==> src/rtl/shift_req_queue.sv <==
// shift_req_queue: small request FIFO feeding a combinational barrel shifter,
// with a registered, back-pressurable result stage and a saturating
// completion counter.
module shift_req_queue #(
    parameter int DEPTH = 4
) (
    input  logic                     clk,
    input  logic                     rst_n,
    input  logic                     in_valid,
    output logic                     in_ready,
    input  logic [7:0]               in_data,
    input  logic [2:0]               in_amount,
    input  logic                     in_dir,
    output logic [7:0]               shf_data_in,
    output logic [2:0]               shf_shift_amount,
    output logic                     shf_shift_direction,
    input  logic [7:0]               shf_data_out,
    output logic                     out_valid,
    input  logic                     out_ready,
    output logic [7:0]               out_data,
    output logic [$clog2(DEPTH):0]   level,
    output logic [15:0]              done_count
);

    localparam int AW = $clog2(DEPTH);
    localparam int LW = AW + 1;
    localparam logic [AW-1:0] PTR_ONE   = AW'(1);
    localparam logic [LW-1:0] LVL_ONE   = LW'(1);
    localparam logic [LW-1:0] LVL_ZERO  = LW'(0);
    localparam logic [LW-1:0] LVL_FULL  = LW'(DEPTH);
    localparam logic [15:0]   CNT_MAX   = 16'hFFFF;

    typedef struct packed {
        logic [7:0] data;
        logic [2:0] amount;
        logic       dir;
    } req_t;

    req_t            mem_q [DEPTH];
    logic [AW-1:0]   wr_ptr_q,     wr_ptr_d;
    logic [AW-1:0]   rd_ptr_q,     rd_ptr_d;
    logic [LW-1:0]   level_q,      level_d;
    logic            out_valid_q,  out_valid_d;
    logic [7:0]      out_data_q,   out_data_d;
    logic [15:0]     done_count_q, done_count_d;

    logic            push_s;
    logic            pop_s;
    logic            in_ready_s;
    logic            not_empty_s;
    logic            handoff_s;
    req_t            head_s;
    req_t            wr_entry_s;

    // Handshake qualifiers; in_ready looks at occupancy only, never at out_ready.
    always_comb begin
        not_empty_s = (level_q != LVL_ZERO);
        in_ready_s  = (level_q < LVL_FULL);
        push_s      = in_valid && in_ready_s;
        pop_s       = not_empty_s && (!out_valid_q || out_ready);
        handoff_s   = out_valid_q && out_ready;
        head_s      = mem_q[rd_ptr_q];
        wr_entry_s  = '{data: in_data, amount: in_amount, dir: in_dir};
    end

    // Shifter drive from the head entry, forced to zero when the queue is empty.
    always_comb begin
        shf_data_in         = 8'h00;
        shf_shift_amount    = 3'd0;
        shf_shift_direction = 1'b0;
        if (not_empty_s) begin
            shf_data_in         = head_s.data;
            shf_shift_amount    = head_s.amount;
            shf_shift_direction = head_s.dir;
        end else begin
            shf_data_in         = 8'h00;
            shf_shift_amount    = 3'd0;
            shf_shift_direction = 1'b0;
        end
    end

    // Next-state for pointers, occupancy, result register and completion counter.
    always_comb begin
        wr_ptr_d     = wr_ptr_q;
        rd_ptr_d     = rd_ptr_q;
        level_d      = level_q;
        out_valid_d  = out_valid_q;
        out_data_d   = out_data_q;
        done_count_d = done_count_q;

        if (push_s) begin
            wr_ptr_d = wr_ptr_q + PTR_ONE;
        end else begin
            wr_ptr_d = wr_ptr_q;
        end

        if (pop_s) begin
            rd_ptr_d = rd_ptr_q + PTR_ONE;
        end else begin
            rd_ptr_d = rd_ptr_q;
        end

        case ({push_s, pop_s})
            2'b10:   level_d = level_q + LVL_ONE;
            2'b01:   level_d = level_q - LVL_ONE;
            default: level_d = level_q;
        endcase

        // A pop refills the result register even while it is being drained.
        if (pop_s) begin
            out_valid_d = 1'b1;
            out_data_d  = shf_data_out;
        end else if (handoff_s) begin
            out_valid_d = 1'b0;
            out_data_d  = out_data_q;
        end else begin
            out_valid_d = out_valid_q;
            out_data_d  = out_data_q;
        end

        if (handoff_s && (done_count_q != CNT_MAX)) begin
            done_count_d = done_count_q + 16'd1;
        end else begin
            done_count_d = done_count_q;
        end
    end

    // Control and result state, cleared asynchronously by rst_n.
    always_ff @(posedge clk or negedge rst_n) begin
        if (!rst_n) begin
            wr_ptr_q     <= '0;
            rd_ptr_q     <= '0;
            level_q      <= LVL_ZERO;
            out_valid_q  <= 1'b0;
            out_data_q   <= 8'h00;
            done_count_q <= 16'h0000;
        end else begin
            wr_ptr_q     <= wr_ptr_d;
            rd_ptr_q     <= rd_ptr_d;
            level_q      <= level_d;
            out_valid_q  <= out_valid_d;
            out_data_q   <= out_data_d;
            done_count_q <= done_count_d;
        end
    end

    // Entry storage; contents are only meaningful below the occupancy count.
    always_ff @(posedge clk) begin
        if (push_s) begin
            mem_q[wr_ptr_q] <= wr_entry_s;
        end
    end

    assign in_ready   = in_ready_s;
    assign out_valid  = out_valid_q;
    assign out_data   = out_data_q;
    assign level      = level_q;
    assign done_count = done_count_q;

endmodule

==> config.mk <==
export PLATFORM = sky130hd
export DESIGN_NAME = shift_req_queue
export DESIGN_NICKNAME = d
export VERILOG_FILES = /design/src/rtl/shift_req_queue.sv
export SDC_FILE = /design/constraint.sdc
export NUM_CORES = 1
export LEC_CHECK = 0
export BUFFER_PORTS_ARGS = -buffer_cell sky130_fd_sc_hd__buf_2
export CAP_MARGIN = 20
export CORE_MARGIN = 2
export CORE_UTILIZATION = 49
export DETAILED_ROUTE_END_ITERATION = 16
export MAX_ROUTING_LAYER = met4
export PLACE_DENSITY = 0.76
export SLEW_MARGIN = 25
export SYNTH_ARGS = -nofsm -noshare
export SYNTH_HDL_FRONTEND = slang
export SYNTH_SLANG_ARGS = --single-unit
export TNS_END_PERCENT = 5
==> constraint.sdc <==
create_clock -name clk -period 1.9 [get_ports clk]
set_input_delay 0.095 -clock clk [delete_from_list [all_inputs] [get_ports clk]]
set_output_delay 0.095 -clock clk [all_outputs]
set_load 0.01 [all_outputs]
; Word-level counts from Yosys, hierarchy flattened
; Memories as Yosys holds them, arrays and structs flattened.
; Index checks and enable logic that the tools add are counted.
; W data, S select, Z words.
[word_totals]
mem_count = 1
register_bits = 32
ramBits = 48
[op_classes]
addsub = 5
order_cmp = 1
n_reduce_logical = 9
mux = 8
n_eq_ne = 3
[mem_list]
columns = memory, depth, width, read_ports, rd_ports_with_merged_regs, wr, line
row1 = mem_q, 4, 12, 1, 0, 1, 39  ; req_t mem_q [DEPTH];
[ops]
columns = operator, n
row1 = $add A16 B1 Y16 const B, 1
row2 = $ne A16 B16 Y1 const B, 1
row3 = $mux W8, 1
row4 = $pmux W3 S2, 1
row5 = $mux W1, 5
row6 = $add A2 B1 Y2 const B, 2
row7 = $logic_and A1 B1 Y1, 4
row8 = $reduce_bool A2 Y1, 2
row9 = $add A3 B1 Y3 const B, 1
row10 = $lt A3 B3 Y1 const B, 1
row11 = $mux W3, 1
row12 = $reduce_bool A3 Y1, 1
row13 = $sub A3 B1 Y3 const B, 1
row14 = $eq A2 B1 Y1 const B, 1
row15 = $eq A2 B2 Y1 const B, 1
row16 = $logic_not A1 Y1, 1
row17 = $logic_or A1 B1 Y1, 1

; Logic depth before layout (Yosys ltp)
[depth]
word_depth = 5
depth_mapped = 9

; Worst setup path after synthesis
; No wires, ideal clock.
[synth_path]
path_kind = register to register
from = register level_q[0], in the netlist level[0]
to = register level_q[2], in the netlist level[2]
arrival_ns = 1.886
path_stages_with_launch = 10
path_slack_ns = -0.066
t_required_ns = 1.820
path_cell_list = dfrtp_1 > nor3_1 > a21oi_1 > buf_2 > ha_1 > inv_1 > fa_1 > xor2_1 > nor2_1 > xnor2_1
[synth_via]
elab_chain_len = 4
elab_cells_between_ends = 10
classes_between = add/sub (2) / order compare (1) / eq/ne (2) / mux (1) / reduce/logical (4)
[synth_rtl]
columns = item, line
row1 = "start, declared", 42  ; logic [LW-1:0] level_q, level_d;
row2 = "start signal, assigned", 140  ; level_q <= level_d;
row3 = $lt A3 B3 Y1 or $reduce_bool A3 Y1 (tied branches), "58, 57"
row4 = "$logic_and A1 B1 Y1, on equally long branches", "59, 60"
row5 = $eq A2 B1 Y1 or $eq A2 B2 Y1 (tied branches), 103  ; case ({push_s, pop_s})
row6 = $pmux W3 S2 or $reduce_bool A2 Y1 (tied branches), --
; Parallel ways exist; a longest one is shown, timed or not.
; A chain may end at the register's enable or synchronous reset.

; Final worst setup path
[layout_path]
from = register rd_ptr_q[0]
to = output port shf_data_in[6]
[layout_via]
elab_chain_len = 2
[layout_rtl]
columns = item, line
row1 = "start, declared", 41  ; logic [AW-1:0] rd_ptr_q, rd_ptr_d;
row2 = "start signal, assigned", 139  ; rd_ptr_q <= rd_ptr_d;
row3 = $mem_v2 Z4 W12, --
row4 = $mux W8, 71  ; if (not_empty_s) begin
row5 = "end, declared", 14  ; output logic [7:0] shf_data_in,
; Every way passes these cells.

==> reports/qor.yml <==
run_status:
  run_status: "finished clean"
flow_run:
  drv_cap: 0
setup_path:
  cp_max_fo: 13
  path_cells: "buf_8 > mux4_2 > nor2b_1 > buf_2"
  slowest_stage: "mux4_2"
  cp_slowest_stage_delay_ps: 530
  arrival_ps: 1700
  r2r-end: "done_count[5]$_DFFE_PN0P_"
  cp.required_ps: 1800
  crit_family: "multiplexers"
  worst_setup_path_end_kind: "primary output"
  critPathBufInv: 2
  r2r_setup_slack_ps: 170
  critical_path_class: "register to primary output"
  reg2regPathDepth: 6
  worst_r2r_startpoint: "done_count[0]$_DFFE_PN0P_"
  cp-start-kind: "register"
logic_synthesis:
  netlist.area_leader.share: 0.427
  syn_area_sq_mm: 0.00337
  yosysMostFrequentCell: "edfxtp_1"
  synth_flop_cell: "edfxtp_1"
  yosys-top-cells-area: "edfxtp_1 (43%), dfrtp_1 (24%), mux4_2 (8.0%)"
  yosys-mux-area-fraction: 0.114
  synth_top_family_by_area: "multiplexers"
  synth_cell_type_count: 34
  synth-compound-area-share: 0.0108
  ys_seq_elements: 80
  synth_fp_nets: 242
  synth_async_sr_flop_share: 0.400
  synth_top_area_cell: "edfxtp_1"
  synth_edf_count: 48
  yosys.area_share.simple: 0.112
  ys_warn_count: 0
  avgSynthCellArea_sq_um: 16.0
  synth_fa_ha_area_frac: 0.0282
  synthXorXnorAreaFrac: 0.0519
  yosysSeqAreaShare: 0.665
  synth_common_cells: "edfxtp_1 (48), dfrtp_1 (32), xor2_1 (14)"
  synthCells: 211
global_route:
  gr-total-overflow: 0
  met1_usage: 0.235
  grt_max_degree: 33
  grtUsageMet3: 0.0483
  antenna_found_initial: 0
  grt.met2_usage: 0.291
  track_usage: 0.186
  grt_pass1_vias: 1990
  grt_pass1_wl_mm: 10.0
  top_usage_layer: "met2"
cells_and_area:
  area_growth_pct: 26.7
  fin_nets: 345
  seqCellArea_sq_mm: 0.00224
  num_antenna_cells: 0
  design_area_sq_mm: 0.00427
  fillers: 507
  drive_gt1_frac: 0.384
  multi_input_area_sq_mm: 0.00109
clocking:
  clk_path_buf_depth: 2
  clkTransAtPathRegs_ps: 80
  clk_latency_ps: 340
  cts_setup_buffers: 0
  htreeDepth: 3
  cts.sinks: 80
  cts_tree: "built"
  root_buffer: "clkbuf_8"
  cts_buffers: 9
placement:
  portBuffers: 64
  pre_cts_ws_ps: 115
  placedInstanceArea_sq_mm: 0.00387
  gp_congestion: 0.800
  dp_hpwl_mm: 4.02
detailed_routing:
  drc_errors: 0
  drtPass1Iterations: 4
  drtIter0Drc: 115
  route.vias.total: 1989
  drt_wl_total_mm: 6.09
  wl_per_cell_um: 15.3
  postRouteAntennaNets: 0
  viasPerCell: 5.00
hold_path:
  hold_depth: 4
  worstHoldEndpoint: "wr_ptr_q[0]$_DFFE_PN0P_"
  hp-class: "primary input to register"
  holdCritStartpoint: "in_valid"
floorplan:
  die-area_sq_mm: 0.00756
  fp.dieW_um: 87.0
  core_area_sq_mm: 0.00672
  fp.dieH_um: 87.0
  start_util: 0.502
  rows: 30
  io_pins: 65
sta:
  rsz0062_at_grt: "no"
  worst_pin_slew_ps: 699
  drv_slew: 0
  setup_ws_ps: 102
  setup_viol: 0
  fin_skew_ps: 4.20
  hold_viol_final: 0
  finalSetupTns_ps: 0
  period_share: 0.946
  fmax_ghz: 0.556
  maxSlewHeadroom: 0.534
  finalCriticalPeriod_ps: 1800
pwr:
  vdd_drop_max_mv: 0.572
  p_per_area_mw_per_mm2: 1310
  power_leakage_nw: 1.82
==> cell usage in the layout (no fill, tap or decap), types with 2 or more instances in the layout <==
| master | netlist | final |
|---|---|---|
| and2_1 | 5 | 5 |
| nand2_1 | 7 | 7 |
| buf_2 | 3 | 64 |
| mux4_2 | 12 | 12 |
| dlygate4sd3_1 | 0 | 22 |
| nor3_1 | 10 | 9 |
| buf_4 | 0 | 11 |
| nor2_1 | 7 | 7 |
| mux2_2 | 8 | 8 |
| edfxtp_1 | 48 | 48 |
| and4_1 | 3 | 3 |
| nor2b_1 | 13 | 13 |
| nand3_1 | 4 | 4 |
| ha_1 | 6 | 5 |
| dfrtp_2 | 0 | 2 |
| clkbuf_8 | 0 | 9 |
| o21ai_0 | 2 | 2 |
| clkinvlp_4 | 0 | 2 |
| inv_1 | 9 | 9 |
| xor2_1 | 14 | 14 |
| xnor2_1 | 6 | 6 |
| inv_6 | 0 | 2 |
| dfrtp_1 | 32 | 30 |
| nand4_1 | 4 | 4 |
==> power breakdown <==
group	switching, W	leakage [nW]	internal [W]
combinational	0.000980	0.915	0.00105
clock	0.000604	0.0798	0.000473
sequential	0.000277	0.830	0.00223
total	0.00186	1.82	0.00375
==> area by class of cell <==
cell class,count,share of cell area
inverters,9,0.00791
multi-input cells,116,0.254
clock buffers,9,0.0290
flip-flops and latches,80,0.525
well taps,80,0.0234
clock inverters,6,0.0105
repair buffers,98,0.149
==> flip-flops by register name, summed over array words and instances (netlist names) <==
signal	count
mem_q	48
level	3
rd_ptr_q	2
done_count	16
out_valid	1
out_data	8
wr_ptr_q	2
==> worst max path at each step <==
stage	from	to	slack, ps	cells after the start
finish	rd_ptr_q[0]$_DFFE_PN0P_	shf_data_in[6]	100	4
CTS	rd_ptr_q[0]$_DFFE_PN0P_	shf_shift_amount[1]	0.7	4
global route	rd_ptr_q[0]$_DFFE_PN0P_	shf_data_in[6]	1	4
global placement	level[1]$_DFFE_PN0P_	level[2]$_DFFE_PN0P_	200	8
detailed placement	level[1]$_DFFE_PN0P_	level[2]$_DFFE_PN0P_	110	8
floorplan	level[1]$_DFFE_PN0P_	level[2]$_DFFE_PN0P_	5	9
==> through the flow <==
step | util | hold slack, ps | power [W] | instances
floorplan | - | -201 | 0.00380 | 211
global placement | 0.576 | 185 | 0.00449 | 361
detailed placement | 0.576 | 190 | 0.00454 | 361
CTS | 0.634 | 213 | 0.00567 | 398
global route | 0.636 | 238 | 0.00600 | 398
finish | 0.636 | 233 | 0.00562 | 398
==> cells by family (layout without fill, tap and decap cells) <==
logic type,count (synthesis),count (layout)
AOI/OAI and AO/OA,6,6
adders and majority gates,7,7
xor gates and xnor gates,20,20
DFF,80,80
buffers and inverters,15,122
and+or+nand+nor,61,61
muxes,22,22
==> layer usage <==
metal | wire length [um] | vias to the layer above | share of wire
met5 | 0 | - | 0
met4 | 85 | 0 | 0.014
met3 | 168 | 6 | 0.028
met2 | 3280 | 33 | 0.54
met1 | 2560 | 970 | 0.42
li1 | - | 980 | -
==> repair_timing <==
action,4_1_cts,5_1_grt
hold endpoints to repair,89,0
setup endpoints to repair,0,13
gates resized for setup,0,3
hold buffers,22,0
==> worst reg2reg max path, stage by stage (launching register included) <==
cell     delay (ps)
dfrtp_1         420
ha_1            200
nand3_2         130
nor4_4          430
buf_4           210
nor3_1           60
xor2_1          150
No activity file was read; power rests on OpenSTA's default activity.
